--- src/rtl/ula_arbitro.sv ---
// Round-robin (or fixed-priority) arbiter for two command ports sharing one ULA.
// Runs one operation at a time and returns the result on a tagged response port.
module ula_arbitro #(
    parameter int W     = 8,
    parameter int OP_W  = 3,
    parameter bit RR_EN = 1'b1
) (
    input  logic            clk,
    input  logic            rst_n,
    input  logic            req0_valid,
    output logic            req0_ready,
    input  logic [W-1:0]    req0_a,
    input  logic [W-1:0]    req0_b,
    input  logic [OP_W-1:0] req0_op,
    input  logic            req1_valid,
    output logic            req1_ready,
    input  logic [W-1:0]    req1_a,
    input  logic [W-1:0]    req1_b,
    input  logic [OP_W-1:0] req1_op,
    output logic            rsp_valid,
    input  logic            rsp_ready,
    output logic            rsp_id,
    output logic [W-1:0]    rsp_s,
    output logic            rsp_flag,
    output logic [W-1:0]    alu_a,
    output logic [W-1:0]    alu_b,
    output logic [OP_W-1:0] alu_op,
    input  logic [W-1:0]    alu_s,
    input  logic            alu_flag,
    output logic            busy
);
    typedef enum logic [2:0] {
        S_IDLE,
        S_ISSUE,
        S_WAIT,
        S_CAPT,
        S_RESP
    } state_t;

    state_t          state_q, state_d;
    logic            last_grant_q, last_grant_d;
    logic [W-1:0]    alu_a_q, alu_a_d;
    logic [W-1:0]    alu_b_q, alu_b_d;
    logic [OP_W-1:0] alu_op_q, alu_op_d;
    logic            rsp_id_q, rsp_id_d;
    logic [W-1:0]    rsp_s_q, rsp_s_d;
    logic            rsp_flag_q, rsp_flag_d;
    logic            rsp_valid_q, rsp_valid_d;
    logic            grant_valid;
    logic            grant_id;

    // With both ports asking, the port that did not win last time goes next.
    always_comb begin
        grant_valid = req0_valid | req1_valid;
        grant_id    = 1'b0;
        if (req0_valid && req1_valid) begin
            grant_id = RR_EN ? ~last_grant_q : 1'b0;
        end else if (req1_valid) begin
            grant_id = 1'b1;
        end
    end

    always_comb begin
        state_d      = state_q;
        last_grant_d = last_grant_q;
        alu_a_d      = alu_a_q;
        alu_b_d      = alu_b_q;
        alu_op_d     = alu_op_q;
        rsp_id_d     = rsp_id_q;
        rsp_s_d      = rsp_s_q;
        rsp_flag_d   = rsp_flag_q;
        rsp_valid_d  = rsp_valid_q;
        req0_ready   = 1'b0;
        req1_ready   = 1'b0;
        case (state_q)
            S_IDLE: begin
                // Ready is withheld during reset so no requester sees a phantom accept.
                if (grant_valid && rst_n) begin
                    req0_ready   = ~grant_id;
                    req1_ready   = grant_id;
                    alu_a_d      = grant_id ? req1_a  : req0_a;
                    alu_b_d      = grant_id ? req1_b  : req0_b;
                    alu_op_d     = grant_id ? req1_op : req0_op;
                    rsp_id_d     = grant_id;
                    last_grant_d = grant_id;
                    state_d      = S_ISSUE;
                end
            end
            S_ISSUE: state_d = S_WAIT;
            S_WAIT: begin
                rsp_flag_d = alu_flag;
                state_d    = S_CAPT;
            end
            S_CAPT: begin
                rsp_s_d     = alu_s;
                rsp_valid_d = 1'b1;
                state_d     = S_RESP;
            end
            S_RESP: begin
                if (rsp_ready) begin
                    rsp_valid_d = 1'b0;
                    state_d     = S_IDLE;
                end
            end
            default: state_d = S_IDLE;
        endcase
    end

    always_ff @(posedge clk) begin
        if (!rst_n) begin
            state_q      <= S_IDLE;
            last_grant_q <= 1'b1;
            alu_a_q      <= '0;
            alu_b_q      <= '0;
            alu_op_q     <= '0;
            rsp_id_q     <= 1'b0;
            rsp_s_q      <= '0;
            rsp_flag_q   <= 1'b0;
            rsp_valid_q  <= 1'b0;
        end else begin
            state_q      <= state_d;
            last_grant_q <= last_grant_d;
            alu_a_q      <= alu_a_d;
            alu_b_q      <= alu_b_d;
            alu_op_q     <= alu_op_d;
            rsp_id_q     <= rsp_id_d;
            rsp_s_q      <= rsp_s_d;
            rsp_flag_q   <= rsp_flag_d;
            rsp_valid_q  <= rsp_valid_d;
        end
    end

    assign alu_a     = alu_a_q;
    assign alu_b     = alu_b_q;
    assign alu_op    = alu_op_q;
    assign rsp_id    = rsp_id_q;
    assign rsp_s     = rsp_s_q;
    assign rsp_flag  = rsp_flag_q;
    assign rsp_valid = rsp_valid_q;
    assign busy      = (state_q != S_IDLE);

endmodule

--- config.mk ---
export PLATFORM = sky130hd
export DESIGN_NAME = ula_arbitro
export DESIGN_NICKNAME = d
export VERILOG_FILES = /design/src/rtl/ula_arbitro.sv
export SDC_FILE = /design/constraint.sdc
export NUM_CORES = 1
export LEC_CHECK = 0
export ABC_AREA = 1
export ABC_CLOCK_PERIOD_IN_PS = 1600
export CORE_ASPECT_RATIO = 1.4
export CORE_MARGIN = 2
export CORE_UTILIZATION = 38
export CTS_CLUSTER_SIZE = 12
export DETAILED_ROUTE_END_ITERATION = 6
export PLACE_DENSITY = 0.79
export RECOVER_POWER = 100
export SYNTH_ARGS = -nofsm -noshare
export SYNTH_HDL_FRONTEND = slang
export SYNTH_SLANG_ARGS = --single-unit
--- constraint.sdc ---
create_clock -name clk -period 1.6 [get_ports clk]
set_clock_uncertainty 0.15 [all_clocks]
set_input_delay 0.4 -clock clk [delete_from_list [all_inputs] [get_ports clk]]
set_output_delay 0.4 -clock clk [all_outputs]
set_load 0.03 [all_outputs]
==> metrics.md, run 1 <==
| Metric | Value |
|---|---|
| Diodes inserted | `0` |
| Post-Syn Instances | `225` |
| Final antenna-violating net count | `0` |
| Post-Route WL | `4740 um` |
| Global route overflow | `0` |
| Clock latency on the worst-skew pair | `0.28 ns` |
| Minimum clock period | `1.78 ns` |
| CTS buffer count | `5` |
| Slew @ Worst Pin | `0.496 ns` |
| CP bufs+invs | `5` |
| FF+latch count, synth | `34` |
| Layout Nets | `373` |
| Root buf cell | `clkbuf_8` |
| Syn Area/Cell | `6.81 um2` |
| Max Clock Freq | `561 MHz` |
| Final HPWL DP | `3250 um` |
| RSZ-0062 raised after global routing | `true` |
| WHS | `0.311 ns` |
| Metal2 WL | `between 2000 and 2500 um` |
| PwrDens | `915 nW/um2` |
| H-tree depth | `2` |
| CP peak stage delay | `0.25 ns` |
| Clock slew at reported path FFs | `0.06 ns` |
| # port buffers | `84` |
| Reg2reg setup slack | `0.14 ns` |
| Synth cell types | `19` |
| Peak supply drop | `1010 uV` |
| WL met1 | `1860 um` |
| Area grow syn2layout | `65.4%` |
| CP Data Required Time | `1.05 ns` |
| Final setup fails | `3` |
| Slowest CP cell | `dlygate4sd2_1` |
| Mapped Area | `1530 um2` |
| Max Slew Vio Count | `0` |
| Max_slew headroom | `66.9%` |
| Core Region | `3920 um2` |
| Initial DRC Count | `84` |
| Synth top area share | `44.4%` |
| Leakage | `1.21 nW` |
| DIE WIDTH | `a little under 60 um` |
| Drt pass-1 iters | `5` |
| Maximum capacitance violations | `0` |
| Wire length per cell | `13.0 um` |
| Startpoint Class | `input pin` |
| Vias in the first global route | `roughly 1700` |
| Synthesis Warnings | `0` |
| Starting Density | `39.1%` |
| DIE AREA | `approximately 4600 um2` |
| Core Util, Final | `64.7%` |
| First-pass GRT wire length | `around 7700 um` |
| Run status | `finished, violations left` |
| Non-Filler Instances | `365` |
| Dpl cells | `352` |
| Largest net degree at the start of global routing | `25` |
| Mapped Nets | `277` |
| WS Path Type | `input pin to output port` |
| Met3 wire len | `approximately 410 um` |
| Share of cells above drive strength 1 | `between 10% and 20%` |
| Largest delay share family, worst path | `buffers and inverters` |
| CTS tree | `done` |
| Row count | `27` |
| Final Cycle Share | `111%` |
| Hold Crit Class | `register to register` |
| # fillers | `~360` |
| Die Span Y | `79.1 um` |
| Critical Path End Type | `output port` |
| Worst EP arrival | `1.23 ns` |
| Drt drc | `0` |
| Commonest cells after routing, fill and taps aside | `80 x nand2_1, 48 x clkdlybuf4s50_1, 31 x dfxtp_1` |
| Most common cell after layout, fill and taps aside | `nand2_1` |
| Failing checks | `setup timing` |
| GPL Wtd Cong | `around 0.8` |
| Max layer used | `met4` |
| Clock Sinks | `34` |
| Synth area leader | `dfxtp_1` |
| Critical path cell sequence | `dlygate4sd2_1, buf_4, nand2_2, nand2_4, inv_2, nand2_2, inv_2, buf_6` |
| Vias per inst | `4.91` |
| Pre-CTS worst setup slack | `-0.534 ns` |
| Post-route setup slack | `-0.181 ns` |
| Bufs on Longest Clock Path | `2` |
| Synth top area cells | `dfxtp_1 44%, nand2_1 21%, a21oi_1 7.2%` |
| Register area share after synthesis | `44.4%` |
| Initial antenna violation count | `0` |
| DR vias | `1792` |
| CP max FO | `3` |
| Final hold vios | `0` |
| Top Ports | `between 80 and 90` |
| GR Util All Layers | `21.5%` |
## state kept, by name, indices dropped and copies added (netlist names)
name and flops:
alu_op 3, last_grant_q 1, rsp_s 8, rsp_flag 1
alu_b 8, alu_a 8, state_q 3, rsp_id 1
rsp_valid 1
## worst paths after layout
kind | cells after the start | to | startpoint
setup / recovery | 8 | req1_ready | req0_valid
hold / removal | 2 | alu_b[1] | alu_b[1]
setup reg to reg | 5 | rsp_s[4] | state_q[2]
hold reg to reg | 2 | alu_b[1] | alu_b[1]
## synth_stat cells (all sizes together)
cell type / n
nand2: 86
a21oi: 22
inv: 7
nand3b: 1
nor3: 1
o21ai: 12
nor4: 1
clkbuf: 3
nor2: 24
clkinv: 2
nand3: 22
buf: 10
dfxtp: 34
## routing by layer
metal | vias to the layer above | global-route usage (%)
li1 | 912 | -
met1 | 800 | 24.0
met2 | 72 | 38.3
met3 | 8 | 6.19
met4 | 0 | 7.21
met5 | - | 0
## worst min-delay path: cells and delay by family, from the launching register on
kind / cells / cell delay, ns
flops: 1 / 0.31
compound gates: 1 / 0.05
simple gates: 1 / 0.06
## cells by family (layout without fill, tap and decap cells)
family,Yosys count,count (layout),synth area share (%)
AO/OA/AOI/OAI,34,34,11.1
buffers and inverters,22,119,7.67
flip-flops,34,34,44.4
AND/OR/NAND/NOR,135,135,36.8
## final cells by class
type | instances | area (um2) | share of cell area, %
Sequential cell | 34 | 689 | 27.2
Timing Repair Buffer | 102 | 926 | 36.5
Inverter | 9 | 33.8 | 1.33
Multi-Input combinational cell | 169 | 752 | 29.7
Tap cell | 43 | 53.8 | 2.12
Clock buffer | 8 | 80.1 | 3.16
## timing repair
action,4_1_cts,5_1_grt
hold buffers,0,0
pin swaps,4,3
buffers inserted,2,2
gates cloned,1,0
setup endpoints to repair,49,10
gates resized for setup,38,18
## report_power, final
part	switching, mW	total [mW]	internal, mW
Combinational	0.431	0.768	0.338
Sequential	0.0433	0.965	0.922
Clock	0.276	0.585	0.309
## through the flow
| stage | cell area (um2) | total power, mW | setup TNS, ns |
|---|---|---|---|
| after floorplan | 1550 | 1.40 | 0 |
| after global placement | 2460 | 1.73 | -10.10 |
| after detailed placement | 2460 | 1.74 | -10.17 |
| after CTS | 2550 | 2.33 | -0.472 |
| after global routing | 2530 | 2.45 | -0.808 |
| final | 2530 | 2.32 | -0.493 |
Note: power is estimated with default switching activity, not from simulation.
==> run 2: changes to the inputs <==
Settings changed: HOLD_SLACK_MARGIN set to 0.02.
==> results of run 2 <==
No change in the layout: final DEF, timing and power equal those of run 1.
